## src/rtl/reaction_delay_timer_if.sv

```systemverilog
// Signal bundle between the game controller/random source and the reaction timer.
// master drives the requests and delay; slave (the timer) drives LED and result.
interface reaction_delay_timer_if;
  logic        start;
  logic        button;
  logic [12:0] random_value;
  logic        led_on;
  logic [13:0] reaction_time;
  logic        valid;
  logic        foul;
  logic        busy;

  modport master (
    output start,
    output button,
    output random_value,
    input  led_on,
    input  reaction_time,
    input  valid,
    input  foul,
    input  busy
  );

  modport slave (
    input  start,
    input  button,
    input  random_value,
    output led_on,
    output reaction_time,
    output valid,
    output foul,
    output busy
  );
endinterface

```

## src/rtl/reaction_delay_timer.sv

```systemverilog
// Reaction timer: clamps a random delay, counts it down in ms, lights the LED,
// then measures ms until the button press (or times out); early press is a foul.
module reaction_delay_timer #(
  parameter int ClksPerMs = 1000,
  parameter int MinValue  = 1000,
  parameter int MaxValue  = 6000,
  parameter int MaxReact  = 9999
) (
  input  logic                  i_clk,
  input  logic                  i_rst,
  reaction_delay_timer_if.slave io_bus
);

  localparam int PsW = (ClksPerMs > 1) ? $clog2(ClksPerMs) : 1;

  localparam logic [PsW-1:0] PS_LAST = PsW'(ClksPerMs - 1);
  localparam logic [12:0]    MIN_V   = 13'(MinValue);
  localparam logic [12:0]    MAX_V   = 13'(MaxValue);
  localparam logic [13:0]    MAX_RT  = 14'(MaxReact);

  typedef enum logic [2:0] {
    ST_IDLE  = 3'd0,
    ST_WAIT  = 3'd1,
    ST_REACT = 3'd2,
    ST_DONE  = 3'd3,
    ST_FOUL  = 3'd4
  } state_t;

  state_t         r_state;
  logic [PsW-1:0] r_prescale;
  logic [12:0]    r_delay;
  logic [13:0]    r_react;
  logic           r_led;
  logic [13:0]    r_rt;
  logic           r_valid;
  logic           r_foul;
  logic           r_busy;

  state_t         w_state_nxt;
  logic [PsW-1:0] w_prescale_nxt;
  logic [12:0]    w_delay_nxt;
  logic [13:0]    w_react_nxt;
  logic           w_led_nxt;
  logic [13:0]    w_rt_nxt;
  logic           w_valid_nxt;
  logic           w_foul_nxt;
  logic           w_busy_nxt;

  logic           w_tick;
  logic [12:0]    w_clamped;
  logic [13:0]    w_react_inc;

  assign w_tick      = (r_prescale == PS_LAST);
  assign w_react_inc = r_react + {13'd0, w_tick};

  always_comb begin
    w_clamped = io_bus.random_value;
    if (io_bus.random_value < MIN_V) begin
      w_clamped = MIN_V;
    end else if (io_bus.random_value > MAX_V) begin
      w_clamped = MAX_V;
    end
  end

  always_comb begin
    w_state_nxt    = r_state;
    w_prescale_nxt = '0;
    w_delay_nxt    = r_delay;
    w_react_nxt    = r_react;
    w_led_nxt      = r_led;
    w_rt_nxt       = r_rt;
    w_valid_nxt    = r_valid;
    w_foul_nxt     = r_foul;
    w_busy_nxt     = r_busy;

    // The ms prescaler only free-runs while a round is in progress.
    if (r_state == ST_WAIT || r_state == ST_REACT) begin
      w_prescale_nxt = w_tick ? '0 : r_prescale + 1'b1;
    end

    case (r_state)
      ST_IDLE, ST_DONE, ST_FOUL: begin
        if (io_bus.start) begin
          w_state_nxt    = ST_WAIT;
          w_delay_nxt    = w_clamped;
          w_prescale_nxt = '0;
          w_valid_nxt    = 1'b0;
          w_foul_nxt     = 1'b0;
          w_rt_nxt       = '0;
          w_led_nxt      = 1'b0;
          w_busy_nxt     = 1'b1;
        end
      end
      ST_WAIT: begin
        if (io_bus.button) begin
          w_state_nxt    = ST_FOUL;
          w_foul_nxt     = 1'b1;
          w_busy_nxt     = 1'b0;
          w_rt_nxt       = '0;
          w_prescale_nxt = '0;
        end else if (w_tick) begin
          if (r_delay == 13'd1) begin
            w_state_nxt    = ST_REACT;
            w_led_nxt      = 1'b1;
            w_react_nxt    = '0;
            w_prescale_nxt = '0;
          end else begin
            w_delay_nxt = r_delay - 13'd1;
          end
        end
      end
      ST_REACT: begin
        // Saturation wins over a press landing on the same edge.
        if (w_react_inc >= MAX_RT) begin
          w_state_nxt    = ST_DONE;
          w_rt_nxt       = MAX_RT;
          w_react_nxt    = MAX_RT;
          w_valid_nxt    = 1'b1;
          w_led_nxt      = 1'b0;
          w_busy_nxt     = 1'b0;
          w_prescale_nxt = '0;
        end else if (io_bus.button) begin
          w_state_nxt    = ST_DONE;
          w_rt_nxt       = w_react_inc;
          w_react_nxt    = w_react_inc;
          w_valid_nxt    = 1'b1;
          w_led_nxt      = 1'b0;
          w_busy_nxt     = 1'b0;
          w_prescale_nxt = '0;
        end else begin
          w_react_nxt = w_react_inc;
        end
      end
      default: begin
        w_state_nxt = ST_IDLE;
      end
    endcase
  end

  always_ff @(posedge i_clk) begin
    if (i_rst) begin
      r_state    <= ST_IDLE;
      r_prescale <= '0;
      r_delay    <= '0;
      r_react    <= '0;
      r_led      <= 1'b0;
      r_rt       <= '0;
      r_valid    <= 1'b0;
      r_foul     <= 1'b0;
      r_busy     <= 1'b0;
    end else begin
      r_state    <= w_state_nxt;
      r_prescale <= w_prescale_nxt;
      r_delay    <= w_delay_nxt;
      r_react    <= w_react_nxt;
      r_led      <= w_led_nxt;
      r_rt       <= w_rt_nxt;
      r_valid    <= w_valid_nxt;
      r_foul     <= w_foul_nxt;
      r_busy     <= w_busy_nxt;
    end
  end

  assign io_bus.led_on        = r_led;
  assign io_bus.reaction_time = r_rt;
  assign io_bus.valid         = r_valid;
  assign io_bus.foul          = r_foul;
  assign io_bus.busy          = r_busy;

endmodule

```

## src/flat_wrapper.sv

```systemverilog
// flat-port wrapper written by rule: the top's interface ports become plain ports
module reaction_delay_timer_flat 
#(
  parameter int ClksPerMs = 1000,
  parameter int MinValue  = 1000,
  parameter int MaxValue  = 6000,
  parameter int MaxReact  = 9999
)
  (i_clk, i_rst, io_bus_start, io_bus_button, io_bus_random_value, io_bus_led_on, io_bus_reaction_time, io_bus_valid, io_bus_foul, io_bus_busy);
  reaction_delay_timer_if io_bus_i ();
  input  logic i_clk;
  input  logic i_rst;
  input wire logic [$bits(io_bus_i.start)-1:0] io_bus_start;
  input wire logic [$bits(io_bus_i.button)-1:0] io_bus_button;
  input wire logic [$bits(io_bus_i.random_value)-1:0] io_bus_random_value;
  output wire logic [$bits(io_bus_i.led_on)-1:0] io_bus_led_on;
  output wire logic [$bits(io_bus_i.reaction_time)-1:0] io_bus_reaction_time;
  output wire logic [$bits(io_bus_i.valid)-1:0] io_bus_valid;
  output wire logic [$bits(io_bus_i.foul)-1:0] io_bus_foul;
  output wire logic [$bits(io_bus_i.busy)-1:0] io_bus_busy;
  assign io_bus_i.start = io_bus_start;
  assign io_bus_i.button = io_bus_button;
  assign io_bus_i.random_value = io_bus_random_value;
  assign io_bus_led_on = io_bus_i.led_on;
  assign io_bus_reaction_time = io_bus_i.reaction_time;
  assign io_bus_valid = io_bus_i.valid;
  assign io_bus_foul = io_bus_i.foul;
  assign io_bus_busy = io_bus_i.busy;
  reaction_delay_timer #(.ClksPerMs(ClksPerMs), .MinValue(MinValue), .MaxValue(MaxValue), .MaxReact(MaxReact)) u_core (.i_clk(i_clk), .i_rst(i_rst), .io_bus(io_bus_i));
endmodule
```

## config.mk

```make
export PLATFORM = sky130hd
export DESIGN_NAME = reaction_delay_timer_flat
export DESIGN_NICKNAME = d
export VERILOG_FILES = /design/src/rtl/reaction_delay_timer_if.sv /design/src/rtl/reaction_delay_timer.sv /design/src/flat_wrapper.sv
export SDC_FILE = /design/constraint.sdc
export NUM_CORES = 1
export LEC_CHECK = 0
export ABC_AREA = 1
export CAP_MARGIN = 0
export CORE_MARGIN = 5
export CORE_UTILIZATION = 51
export CTS_CLUSTER_SIZE = 12
export DETAILED_ROUTE_END_ITERATION = 6
export GPL_ROUTABILITY_DRIVEN = 0
export GPL_TIMING_DRIVEN = 0
export PLACE_DENSITY = 0.76
export SLEW_MARGIN = 20
export SYNTH_ARGS = -nofsm -noshare
export SYNTH_HDL_FRONTEND = slang
export SYNTH_SLANG_ARGS = --single-unit
```

## constraint.sdc

```tcl
create_clock -name i_clk -period 2.8 [get_ports i_clk]
set_clock_uncertainty 0.1 [all_clocks]
set_input_delay 0.28 -clock i_clk [delete_from_list [all_inputs] [get_ports i_clk]]
set_output_delay 0.28 -clock i_clk [all_outputs]
set_load 0.02 [all_outputs]
```

# == Word-level counts from Yosys, hierarchy flattened ==
# Index checks and enable logic that the tools add are counted.
# classes
add_sub_neg,3
n_lt_le_gt_ge,3
eq_ne,15
muxes,48
n_reduce_logical,15
# ops
cell,count
$mux 14,8
$mux 10,8
$mux 13,6
$pmux 14 s3,1
$pmux 10 s3,1
$pmux 14 s2,1
$pmux 13 s2,1
$mux 3,6
$add 14x1->14,1
$ge 14x14->1 const B,1
$eq 13x1->1 const B,1
$gt 13x13->1 const B,1
$lt 13x10->1 const B,1
$sub 13x1->13 const B,1
$reduce_and 4->1,3
$mux 1,11
$add 10x1->10 const B,1
$eq 10x10->1 const B,1
$ne 2x2->1 const B,5
$pmux 3 s3,1
$eq 3x2->1 const B,2
$ne 3x3->1 const B,2
$pmux 1 s3,2
$reduce_and 3->1,2
other kinds (13),16
# word_totals
ff_bits,58
output_inout_bits,18
elab_cells,93
inputBits,17

# == Logic depth before layout (Yosys ltp) ==
# Gate-level depths: netlist of the first run.
# depth
depth_word,7
ltp_mapped,22
mapped_depth_nobuf,21

# == Worst setup path after synthesis of the first run ==
# No wires, ideal clock.
# synth_timing
path_kind,reg2reg
startpoint,reg u_core.r_prescale[0]
endpoint,"reg u_core.r_rt[6], in the netlist u_core.io_bus.reaction_time[6]"
setup_ns,0.114
period_less_slack_ns,2.746
path_buffers,1
path_slack_ns,0.054
arrival_ns,2.532
stages_incl_launch_ff,22
cell_sequence,dfxtp_1 -> ha_1 -> nand2_1 -> inv_1 -> nand4_1 -> nor2_1 -> ha_1 -> ha_1 -> nand3_2 -> nor2_2 -> nand3b_1 -> nand2_1 -> nand3_1 -> nor2_2 -> nor2_8 -> nand4_4 -> nand2_4 -> inv_4 -> buf_8 -> nand2_1 -> nand2_1 -> nor2_2
# synth_between
elab_chain_cells,5
word_cells_on_any_way,8
classes_between,add/sub: 1; order compare: 1; eq/ne: 2; mux: 3; reduce/logical: 1
# synth_lines
element,line_no,text
start: declaration,reaction_delay_timer.sv:30,logic [PsW-1:0] r_prescale;
start signal: assignment,reaction_delay_timer.sv:153,r_prescale <= w_prescale_nxt;
$eq 10x10->1 *,reaction_delay_timer.sv:53,assign w_tick = (r_prescale == PS_LAST);
$add 14x1->14 *,reaction_delay_timer.sv:54,"assign w_react_inc = r_react + {13'd0, w_tick};"
$ge 14x14->1 / $mux 14 (equally long branches),"reaction_delay_timer.sv:114, reaction_delay_timer.sv:122",
$ne 3x3->1 (no source line) / $mux 14 (equally long branches),n/a,
$reduce_and 4->1 (no source line) / $pmux 14 s3 (equally long branches),n/a,
end signal: assignment,reaction_delay_timer.sv:157,r_rt <= w_rt_nxt;
end: declaration,reaction_delay_timer.sv:34,logic [13:0] r_rt;
# Every way passes the cells marked *; elsewhere a longest branch is shown, timed or not. The select of a mux whose other input is x is not followed.
# A chain may end at the register's enable or synchronous reset.

# == Worst setup path in the final report of the first run ==
# layout_timing
startpoint,reg u_core.r_prescale[0]
endpoint,reg u_core.r_react[4]
# layout_between
elab_chain_cells,5
word_cells_on_any_way,7
classes_between,add/sub: 1; order compare: 1; eq/ne: 2; mux: 2; reduce/logical: 1
# layout_lines
element,line_no,text
$eq 10x10->1 *,reaction_delay_timer.sv:53,
$add 14x1->14,reaction_delay_timer.sv:54,
$ge 14x14->1,reaction_delay_timer.sv:114,if (w_react_inc >= MAX_RT) begin
$mux 14,reaction_delay_timer.sv:114,
$pmux 14 s2,reaction_delay_timer.sv:81,case (r_state)
end signal: assignment,reaction_delay_timer.sv:155,r_react <= w_react_nxt;
end: declaration,reaction_delay_timer.sv:32,logic [13:0] r_react;
# Every way passes the cells marked *; elsewhere a longest branch is shown, timed or not.

==> results.md, run 1 <==
- CP arrival: between 3 and 4 ns
- Layout cell share with drive strength beyond 1: 0.2394
- LEAKAGE: roughly 1.9 nW
- Synthesis-to-layout area growth: 38.08%
- Hold Crit Class: in2reg
- Worst-margin pin slew: about 0.6 ns
- Ys Warns: 0
- Critical Path Fanout Max: 7
- Placed Area: ~0.0038 mm2
- CTS Hold Bufs: 0
- GRT overflow: 0
- Die height: roughly 91 um
- Worst EP required: between 2 and 3 ns
- Final setup vio count: 39
- Drt first pass iters: 5
- Failing checks: negative setup slack
- CTS buffer count: 9
- Nature of the critical path endpoint: flip-flop
- Detailed Route Iter0 Violations: ~260
- #FFs+latches synth: between 50 and 60
- CTS tree: yes
- Worst path slowest cell: dfxtp_2
- CORE AREA: about 0.0064 mm2
- Post-route insts no fill: 691
- ANT cells: 0
- WL final: between 9000 and 10000 um
- Setup ws final: -0.2327 ns
- Post-Syn Area: approximately 0.0034 mm2
- Worst VDD drop: 1.009 mV
- Worst slack at placement: -0.4422 ns
- WL per Instance: 14.35 um
- Async set-reset flop share out of synthesis: 0
- Number of global-route vias before repair: approximately 3400
- Ports: 35
- Die X-Extent: 91.47 um
- Global Route Usage Sum: 0.2183
- CP Launch Type: flip-flop
- Residual DRC: 0
- Final Cycle Share: 1.083
- RSZ-0062 raised after global routing: true
- PwrDens: approximately 900 mW/mm2
- Slowest stage delay, CP: ~0.35 ns
- Final core utilization: 0.7318
- CTS sink count: 58
- Gate Count Post-Synth: around 520
- Setup Crit Path Kind: reg2reg
- Root Buffer: clkbuf_8
- Vias per cell: ~5.4
- Hold Vio Cnt, Final: 0
- Worst rel slew slack: 0.5960
- Final slew viol count: 0
- Post-DP HPWL: approximately 6000 um
- CP cell instances: ha_4 -> nand2_2 -> inv_2 -> nand4_1 -> nor2_4 -> ha_4 -> buf_6 -> inv_1 -> nor2_4 -> nand3_1 -> nand2_1 -> nand2_2 -> nand2_2 -> nor2_4 -> nand3_4 -> nand2_4 -> nor2_4 -> buf_12 -> nand3_2 -> buf_4 -> a21oi_1
- Rows: 29
- Post-placement cell count: roughly 630
- Design area: 0.004673 mm2
- Largest net degree at the start of global routing: 11
- CP most frequent cell: nor2_4
- Post-detailed-route count of antenna-violating nets: 0
- Status: complete, but fails checks
- R2R setup slack: -0.23 ns
- First-pass GRT wire length: between 15000 and 20000 um
- Tot Pwr: 0.004189 W
- CTS H-tree lvls: 3
- Initial core utilization: 0.5300
- Die area: 0.008366 mm2
- I/O Buffers: 33
- Register area share after synthesis: 0.3431
- Max Cap Viol: 0
- Commonest non-fill, non-tap cell in the layout: nand2_1
- Final min period: between 3 and 4 ns
- Avg Synthesized Cell Area: about 6.5 um2
- Worst-path clk slew: about 0.070 ns
- Routed via count: about 3800
- Initial antenna violation count: 0
- Library cells used by synthesis: 37
- Fmax: between 300 and 400 MHz
- Clk buf depth: 2
- Worst skew pair latency: ~0.35 ns
- # nets final: between 600 and 700
- Commonest non-fill, non-tap cells in the layout: nand2_1 (113), nor2_1 (76), dfxtp_1 (56), inv_1 (54), a21oi_1 (36)
- Post-synth top flop: dfxtp_1
- Count of flip-flops with a built-in enable after synthesis: 0
- Synthesized net count: around 550
## routing by layer
metal | share of wire | wire [um] | GRT usage
met5 | 0 | 0 | 0
met4 | 0.028 | 279 | 0.1088
met1 | 0.41 | 4040 | 0.2585
met2 | 0.50 | 4952 | 0.3687
met3 | 0.065 | 645 | 0.04876
## cell usage after synthesis (all sizes together), types with 6 or more instances
library cell | number | area share
nand3 | 34 | 0.055
inv | 60 | 0.067
dfxtp | 58 | 0.34
nor2 | 97 | 0.12
a21oi | 43 | 0.065
o21ai | 21 | 0.031
clkbuf | 11 | 0.012
nand4 | 14 | 0.035
nor3 | 7 | 0.012
xor2 | 6 | 0.016
nand2 | 142 | 0.16
## path summary, 6_finish.rpt
kind                        end            startpoint  depth (start not counted)
max           u_core.r_react[4]  u_core.r_prescale[0]                         21
min           u_core.r_react[8]                 i_rst                          2
max reg2reg   u_core.r_react[4]  u_core.r_prescale[0]                         21
min reg2reg  u_core.r_delay[12]    u_core.r_delay[12]                          2
## through the flow
step,hold slack [ns],TNS [ns]
6_report,0.2028,-5.121
3_3_place_gp,0.3295,-11.70
5_1_grt,0.2319,-12.71
4_1_cts,0.1970,-1.830
2_1_floorplan,0.2941,0
3_5_place_dp,0.3430,-13.37
## timing repair
action,CTS,global route
setup endpoints to repair,43,43
pin swaps,27,45
setup buffers,30,11
gates resized for setup,57,37
gates cloned,2,0
## report_power, final
part	switching, W	internal [W]	total (W)
clock	0.000353	0.000309	0.000662
combinational	0.00141	0.00100	0.00242
sequential	0.000120	0.000992	0.00111
total	0.00188	0.00230	0.00419
## cell type report
type                    count  area, um2
multi-input cells         393       2242
fillers                   494       1713
flip-flops and latches     58       1164
repair buffers             74      700.7
inverters                  60      235.2
clock buffers               9      123.9
well taps                  77      96.34
plain buffers              14      76.32
clock inverters             6      35.03
## kinds of logic after synthesis
family | after synthesis | synth area share
compound gates | 77 | 0.1238
flops | 58 | 0.3431
buf+inv | 74 | 0.08872
simple gates | 299 | 0.3974
fa+ha+maj | 5 | 0.01848
xor+xnor | 11 | 0.02847
## flip-flops by register name, summed over array words and instances, names as in the netlist
signal	flops
u_core.r_delay	13
u_core.r_react	14
u_core.io_bus.valid	1
u_core.io_bus.reaction_time	14
u_core.r_prescale	10
u_core.io_bus.busy	1
u_core.io_bus.foul	1
u_core.io_bus.led_on	1
u_core.r_state	3
## critical path: cells and delay by family, from the launching register on
kind / cells / cell delay, ns
adder cells (fa/ha/maj): 2 / 0.32
buffers and inverters: 5 / 0.48
flip-flops: 1 / 0.35
AO/OA/AOI/OAI: 1 / 0.10
AND/OR/NAND/NOR: 13 / 1.60
(Power assumes the default switching activity.)
==> run 2: changes to the inputs <==
--- a/config.mk
+++ b/config.mk
@@ -14,6 +14,7 @@
 export GPL_ROUTABILITY_DRIVEN = 0
 export GPL_TIMING_DRIVEN = 0
 export PLACE_DENSITY = 0.76
+export SKIP_LAST_GASP = 1
 export SLEW_MARGIN = 20
 export SYNTH_ARGS = -nofsm -noshare
 export SYNTH_HDL_FRONTEND = slang
==> run 2 against run 1 <==
  * The run still ends with negative setup slack left
  * Die area did not move
  * Non-clock buffer count fell by 5
  * Cell count fell by 0.72%
  * Count of clock-buffer cells in the layout did not move
  * Fmax fell by 1.8%
  * Hold slack got worse by 0.00074 ns
  * Critical endpoint is now u_core.io_bus.reaction_time[0]
  * Largest cell class unchanged
==> results.md, run 2 (synthesized netlist as in run 1, its figures left out) <==
- Status: complete, but fails checks (unchanged)
- Failing checks: negative setup slack (unchanged)
- CTS H-tree lvls: 3 (unchanged)
- I/O Buffers: 33 (unchanged)
- Clock Power Share: 0.159 (was 0.158)
- Worst-path clk slew: 0.08 ns (was 0.07 ns)
- Final setup vio count: 41 (was 39)
- LEAKAGE: 1.861 nW (was 1.899 nW)
- Post-detailed-route count of antenna-violating nets: 0 (unchanged)
- Worst rel slew slack: 0.5899 (was 0.5960)
- Number of global-route vias before repair: 3435 (was 3425)
- Initial core utilization: 0.5300 (unchanged)
- ANT cells: 0 (unchanged)
- Vias per cell: 5.569 (was 5.446)
- Max Cap Viol: 0 (unchanged)
- Final slew viol count: 0 (unchanged)
- Post-route insts no fill: 686 (was 691)
- Synthesis-to-layout area growth: 36.75% (was 38.08%)
- CORE AREA: 0.006386 mm2 (unchanged)
- Routed via count: 3820 (was 3763)
- Die X-Extent: 91.47 um (unchanged)
- CP arrival: 3.26 ns (was 3.21 ns)
- # nets final: 627 (was 632)
- R2R Path End: u_core.io_bus.reaction_time[0] (was u_core.r_react[4])
- Final min period: 3.089 ns (was 3.033 ns)
- Worst VDD drop: 0.9212 mV (was 1.009 mV)
- Worst EP required: 2.97 ns (was 2.98 ns)
- GRT overflow: 0 (unchanged)
- Root Buffer: clkbuf_8 (unchanged)
- Hold wc startpoint: i_rst (unchanged)
- WL final: 10050 um (was 9918 um)
- Final setup TNS: -5.904 ns (was -5.121 ns)
- Worst slack at placement: -0.4422 ns (unchanged)
- Post-DP HPWL: 6100 um (unchanged)
- PwrDens: 902.9 mW/mm2 (was 896.3 mW/mm2)
- Die area: 0.008366 mm2 (unchanged)
- Hold Path Sink: u_core.r_react[8] (unchanged)
- Commonest non-fill, non-tap cells in the layout: nand2_1 (112), nor2_1 (76), dfxtp_1 (56), inv_1 (54), a21oi_1 (37) (was nand2_1 (113), nor2_1 (76), dfxtp_1 (56), inv_1 (54), a21oi_1 (36))
- Clk buf depth: 2 (unchanged)
- Design area: 0.004628 mm2 (was 0.004673 mm2)
- Setup ws final: -0.2889 ns (was -0.2327 ns)
- CP Launch Type: flip-flop (unchanged)
- Setup Crit Path Kind: reg2reg (unchanged)
- Ports: 35 (unchanged)
- Worst skew pair latency: 0.35 ns (about the same)
- Final Cycle Share: 1.103 (was 1.083)
- Psw: 0.001906 W (was 0.001885 W)
- First-pass GRT wire length: 15170 um (was 15060 um)
- Sequential share of power: 0.267 (was 0.265)
- Fmax: 323.7 MHz (was 329.7 MHz)
- Rows: 29 (unchanged)
- CTS tree: yes (unchanged)
- Hold Crit Class: in2reg (unchanged)
- Hold Path Depth: 2 (unchanged)
- Critical Path Fanout Max: 7 (unchanged)
- Residual DRC: 0 (unchanged)
- Global Route Usage Sum: 0.2199 (was 0.2183)
- Commonest non-fill, non-tap cell in the layout: nand2_1 (unchanged)
- CTS buffer count: 9 (unchanged)
- Hold Vio Cnt, Final: 0 (unchanged)
- Switching share of power: 0.4561 (was 0.4500)
- Initial antenna violation count: 0 (unchanged)
- Placed Area: 0.003811 mm2 (unchanged)
- P_int: 0.002273 W (was 0.002304 W)
- R2R setup slack: -0.29 ns (was -0.23 ns)
- Die height: 91.47 um (unchanged)
- Post-placement cell count: 634 (unchanged)
- Tot Pwr: 0.004179 W (was 0.004189 W)
- Drt first pass iters: 7 (was 5)
- Detailed Route Iter0 Violations: 286 (was 257)
- CTS sink count: 58 (unchanged)
- Nature of the critical path endpoint: flip-flop (unchanged)
- Layout cell share with drive strength beyond 1: 0.2348 (was 0.2394)
- Largest net degree at the start of global routing: 11 (unchanged)
- Worst r2r src: u_core.r_prescale[0] (unchanged)
- Worst-margin pin slew: 0.6151 ns (was 0.6059 ns)
- Reg2Reg Depth: 22 (was 21)
- Logic pwr share: 0.573 (was 0.577)
- WL per Instance: 14.65 um (was 14.35 um)
- RSZ-0062 raised after global routing: true (unchanged)
[run 2: layer usage]
metal	part of all wire	vias to the layer above	global-route usage	routed length [um]
li1	-	1850	-	-
met1	0.40	1747	0.2595	3988
met2	0.49	186	0.3699	4910
met3	0.070	37	0.05041	701
met4	0.045	0	0.1125	451
met5	0	-	0	0
[run 2: cell type report]
class | instances | area, um2
Inverter | 60 | 235.2
Clock inverter | 6 | 35.03
Tap cell | 77 | 96.34
Buffer | 14 | 76.32
Sequential cell | 58 | 1164
Clock buffer | 9 | 123.9
Fill cell | 504 | 1758
Timing Repair Buffer | 69 | 646.9
Multi-Input combinational cell | 393 | 2251
[run 2: power by group through the flow]
stage	registers [W]	logic, W	clock network [W]
3_3_place_gp	0.00111	0.00187	0
4_1_cts	0.00111	0.00226	0.000666
2_1_floorplan	0.00118	0.00134	0
3_5_place_dp	0.00112	0.00190	0
6_report	0.00112	0.00240	0.000666
5_1_grt	0.00113	0.00264	0.000716
[run 2: critical path: stages (launching register included)]
cell and delay [ns]:
dfxtp_2 0.35, ha_4 0.14, nand2_2 0.06, inv_2 0.04, nand4_1 0.15, nor2_4 0.19
ha_4 0.18, buf_6 0.11, inv_1 0.08, nor2_4 0.19, nand3_1 0.11, nand2_1 0.16
nand2_2 0.12, nand2_2 0.11, nor2_4 0.04, nand3_4 0.09, nand4_4 0.12, nand2_4 0.16
inv_8 0.06, buf_6 0.12, nand2_2 0.05, nand2_2 0.05, nor2_1 0.21
[run 2: worst max path at each step]
stage / from / to / slack (ns) / cells past startpoint
floorplan: u_core.r_prescale[0] / u_core.io_bus.reaction_time[6] / 0.05 / 21
global placement: u_core.r_prescale[0] / u_core.io_bus.reaction_time[8] / -0.43 / 20
detailed placement: u_core.r_prescale[0] / u_core.io_bus.reaction_time[8] / -0.44 / 20
CTS: u_core.r_prescale[1] / u_core.io_bus.reaction_time[6] / -0.08 / 21
global route: u_core.r_prescale[0] / u_core.io_bus.reaction_time[0] / -0.50 / 20
finish: u_core.r_prescale[0] / u_core.io_bus.reaction_time[0] / -0.29 / 22
[run 2: through the flow]
stage	utilization	hold slack (ns)
final	0.7247	0.2021
after global routing	0.7247	0.2313
after CTS	0.6957	0.1970
after detailed placement	0.5968	0.3430
after global placement	0.5968	0.3295
after floorplan	-	0.2941
[run 2: what timing repair did]
item / 4_1_cts / 5_1_grt
buffers inserted: 30 / 6
gates cloned: 2 / 0
endpoints found under the setup margin: 43 / 43
hold buffers: 0 / 0
pin swaps: 27 / 33
resized for setup: 55 / 38
==> run 3: changes to the inputs <==
--- a/config.mk
+++ b/config.mk
@@ -6,14 +6,16 @@
 export NUM_CORES = 1
 export LEC_CHECK = 0
 export ABC_AREA = 1
+export ABC_CLOCK_PERIOD_IN_PS = 2800
 export CAP_MARGIN = 0
 export CORE_MARGIN = 5
-export CORE_UTILIZATION = 51
+export CORE_UTILIZATION = 57
 export CTS_CLUSTER_SIZE = 12
 export DETAILED_ROUTE_END_ITERATION = 6
+export DONT_BUFFER_PORTS = 1
 export GPL_ROUTABILITY_DRIVEN = 0
 export GPL_TIMING_DRIVEN = 0
-export PLACE_DENSITY = 0.76
+export PLACE_DENSITY = 0.75
 export SKIP_LAST_GASP = 1
 export SLEW_MARGIN = 20
 export SYNTH_ARGS = -nofsm -noshare
==> run 3 against run 2 <==
  * The run still ends with negative setup slack left
  * Register-to-register slack lost 0.04 ns
  * Design area shrank 5.5%
  * Clock power grew 21%
  * Flip-flop and latch count is the same
  * Cell count shrank 5.0%
  * Non-clock buffer count shrank 32
  * Via count shrank 1.5%
  * Combinational power shrank 11%
  * Critical endpoint is now u_core.io_bus.reaction_time[11]
==> results.md, run 3 (synthesized netlist as in run 1, its figures left out) <==
- Die X-Extent: 87.06 um (was 91.47 um)
- Die height: 87.06 um (was 91.47 um)
- Setup ws final: -0.3266 ns (was -0.2889 ns)
- CTS tree: yes (unchanged)
- Status: complete, but fails checks (unchanged)
- RSZ-0062 raised after global routing: true (unchanged)
- Commonest non-fill, non-tap cells in the layout: nand2_1 (122), nor2_1 (74), dfxtp_1 (56), inv_1 (54), a21oi_1 (32) (was nand2_1 (112), nor2_1 (76), dfxtp_1 (56), inv_1 (54), a21oi_1 (37))
- Max Cap Viol: 0 (unchanged)
- Final core utilization: 0.7472 (was 0.7247)
- Reg2Reg Depth: 23 (was 22)
- Setup Crit Path Kind: reg2reg (unchanged)
- Clk buf depth: 2 (unchanged)
- R2R setup slack: -0.33 ns (was -0.29 ns)
- Final Cycle Share: 1.117 (was 1.103)
- Final min period: 3.127 ns (was 3.089 ns)
- CORE AREA: 0.005851 mm2 (was 0.006386 mm2)
- CP Launch Type: flip-flop (unchanged)
- First-pass GRT wire length: 15850 um (was 15170 um)
- CP most frequent cell: nand2_1 (was nand2_2)
- Worst rel slew slack: 0.5513 (was 0.5899)
- Placed Area: 0.003478 mm2 (was 0.003811 mm2)
- Commonest non-fill, non-tap cell in the layout: nand2_1 (unchanged)
- Fmax: 319.8 MHz (was 323.7 MHz)
- Failing checks: negative setup slack (unchanged)
- ANT cells: 0 (unchanged)
- Critical Path Fanout Max: 7 (unchanged)
- Worst Setup EP: u_core.io_bus.reaction_time[11] (was u_core.io_bus.reaction_time[0])
- CP cell instances: ha_4 -> nand2_4 -> inv_2 -> nand4_1 -> nor2_4 -> ha_4 -> ha_4 -> buf_4 -> nand2_1 -> inv_1 -> nand2_1 -> nand2_1 -> nand3_1 -> nand3_2 -> nand2_4 -> nand3_4 -> buf_6 -> nand2_8 -> nor2_4 -> nand3_2 -> nand2_1 -> nand2_1 -> nor2_1 (was ha_4 -> nand2_2 -> inv_2 -> nand4_1 -> nor2_4 -> ha_4 -> buf_6 -> inv_1 -> nor2_4 -> nand3_1 -> nand2_1 -> nand2_2 -> nand2_2 -> nor2_4 -> nand3_4 -> nand4_4 -> nand2_4 -> inv_8 -> buf_6 -> nand2_2 -> nand2_2 -> nor2_1)
- CP Depth: 23 (was 22)
- Worst path slowest cell: dfxtp_2 (unchanged)
- Routed via count: 3763 (was 3820)
- Synthesis-to-layout area growth: 29.17% (was 36.75%)
- Root Buffer: clkbuf_8 (unchanged)
- Final setup TNS: -7.505 ns (was -5.904 ns)
- R2R Path End: u_core.io_bus.reaction_time[11] (was u_core.io_bus.reaction_time[0])
- Ports: 35 (unchanged)
- Worst-path clk slew: 0.06 ns (was 0.08 ns)
- Vias per cell: 5.771 (was 5.569)
- Post-detailed-route count of antenna-violating nets: 0 (unchanged)
- Initial core utilization: 0.5785 (was 0.5300)
- Drt first pass iters: 5 (was 7)
- Design area: 0.004372 mm2 (was 0.004628 mm2)
- Worst path top cell family by delay: simple AND/OR/NAND/NOR gates (unchanged)
- Largest net degree at the start of global routing: 11 (unchanged)
- Nature of the critical path endpoint: flip-flop (unchanged)
- Fillers: 398 (was 504)
- CP arrival: 3.29 ns (was 3.26 ns)
- LEAKAGE: 1.796 nW (was 1.861 nW)
- Post-DP HPWL: 6150 um (was 6100 um)
- WL per Instance: 15.95 um (was 14.65 um)
- Global Route Usage Sum: 0.2676 (was 0.2199)
- Number of global-route vias before repair: 3543 (was 3435)
- PwrDens: 952.7 mW/mm2 (was 902.9 mW/mm2)
- Worst r2r src: u_core.r_prescale[0] (unchanged)
- Final setup vio count: 43 (was 41)
- CTS sink count: 58 (unchanged)
- CTS H-tree lvls: 3 (unchanged)
- CP startpoint: u_core.r_prescale[0] (unchanged)
- I/O Buffers: 0 (was 33)
- Worst VDD drop: 0.9225 mV (was 0.9212 mV)
- GRT overflow: 0 (unchanged)
- Hold Vio Cnt, Final: 0 (unchanged)
- CTS buffer count: 9 (unchanged)
- Worst EP required: 2.97 ns (about the same)
- Slowest stage delay, CP: 0.35 ns (about the same)
- Worst skew pair latency: 0.34 ns (was 0.35 ns)
- Detailed Route Iter0 Violations: 291 (was 286)
- Bufs and invs on worst path: 4 (was 5)
- Die area: 0.007579 mm2 (was 0.008366 mm2)
- Residual DRC: 0 (unchanged)
- Final slew viol count: 0 (unchanged)
- # nets final: 595 (was 627)
- Layout cell share with drive strength beyond 1: 0.2409 (was 0.2348)
- Tot Pwr: 0.004165 W (was 0.004179 W)
- Rows: 28 (was 29)
- Worst-margin pin slew: 0.6730 ns (was 0.6151 ns)
- Initial antenna violation count: 0 (unchanged)
- WL final: 10400 um (was 10050 um)
- Hold wc startpoint: io_bus_random_value[2] (was i_rst)
- Hold Crit Class: in2reg (unchanged)
run 3: cell types whose count changed in the layout (fill, tap and decap cells not counted), sizes merged:
cell,previous run,this run
bufinv,0,1
clkbuf,20,24
clkdlybuf4s50,33,0
clkinv,4,1
clkinvlp,2,0
dlygate4sd3,0,1
run 3: per-layer routing:
metal | vias up | wire (um) | GRT usage
met5 | - | 0 | 0
met4 | 0 | 388 | 0.1643
met3 | 37 | 631 | 0.07285
met2 | 166 | 5124 | 0.4410
met1 | 1765 | 4258 | 0.3059
li1 | 1795 | - | -
run 3: worst min-delay path by stage:
| stage | end | slack, ns | cells past startpoint |
|---|---|---|---|
| after detailed placement | u_core.io_bus.foul | 0.30 | 1 |
| after global placement | u_core.io_bus.foul | 0.30 | 1 |
| final | u_core.r_delay[2] | 0.008 | 2 |
| after floorplan | u_core.io_bus.foul | 0.29 | 1 |
| after CTS | u_core.r_delay[2] | 0.0009 | 2 |
| after global routing | u_core.r_delay[2] | 0.007 | 2 |
run 3: metrics by stage:
stage,setup WS (ns),instances,hold WS [ns]
2_1_floorplan,0.05428,524,0.2941
3_3_place_gp,-0.5505,599,0.3024
3_5_place_dp,-0.5621,599,0.3030
4_1_cts,-0.1531,643,0.0008756
5_1_grt,-0.4352,652,0.006901
6_report,-0.3266,652,0.007817
run 3: area by class of cell:
type / instances / area, um2 / share of cell area
Multi-Input combinational cell: 393 / 2267 / 0.5186
Sequential cell: 58 / 1164 / 0.2662
Inverter: 60 / 232.7 / 0.05323
Buffer: 14 / 76.32 / 0.01746
Clock inverter: 2 / 35.03 / 0.008014
Timing Repair Buffer: 37 / 334.1 / 0.07642
Tap cell: 75 / 93.84 / 0.02147
Clock buffer: 13 / 168.9 / 0.03864
run 3: where the power goes:
part / total [W] / internal (W) / switching (W)
Clock: 0.000808 / 0.000478 / 0.000330
Sequential: 0.00121 / 0.000993 / 0.000222
Combinational: 0.00214 / 0.000835 / 0.00131
Total: 0.00416 / 0.00231 / 0.00186
run 3: repair_timing:
action	in CTS	in global routing
setup buffers	28	10
resized for setup	53	43
endpoints found under the setup margin	43	43
gates cloned	2	0
endpoints found under the hold margin	1	0
hold buffers	1	0
pin swaps	21	35
run 3: worst reg2reg max path: stages (launching register included):
cell and delay [ns]:
dfxtp_2 0.35, ha_4 0.15, nand2_4 0.05, inv_2 0.05
nand4_1 0.14, nor2_4 0.18, ha_4 0.18, ha_4 0.14
buf_4 0.11, nand2_1 0.05, inv_1 0.10, nand2_1 0.10
nand2_1 0.11, nand3_1 0.12, nand3_2 0.12, nand2_4 0.06
nand3_4 0.10, buf_6 0.12, nand2_8 0.07, nor2_4 0.22
nand3_2 0.14, nand2_1 0.09, nand2_1 0.06, nor2_1 0.13
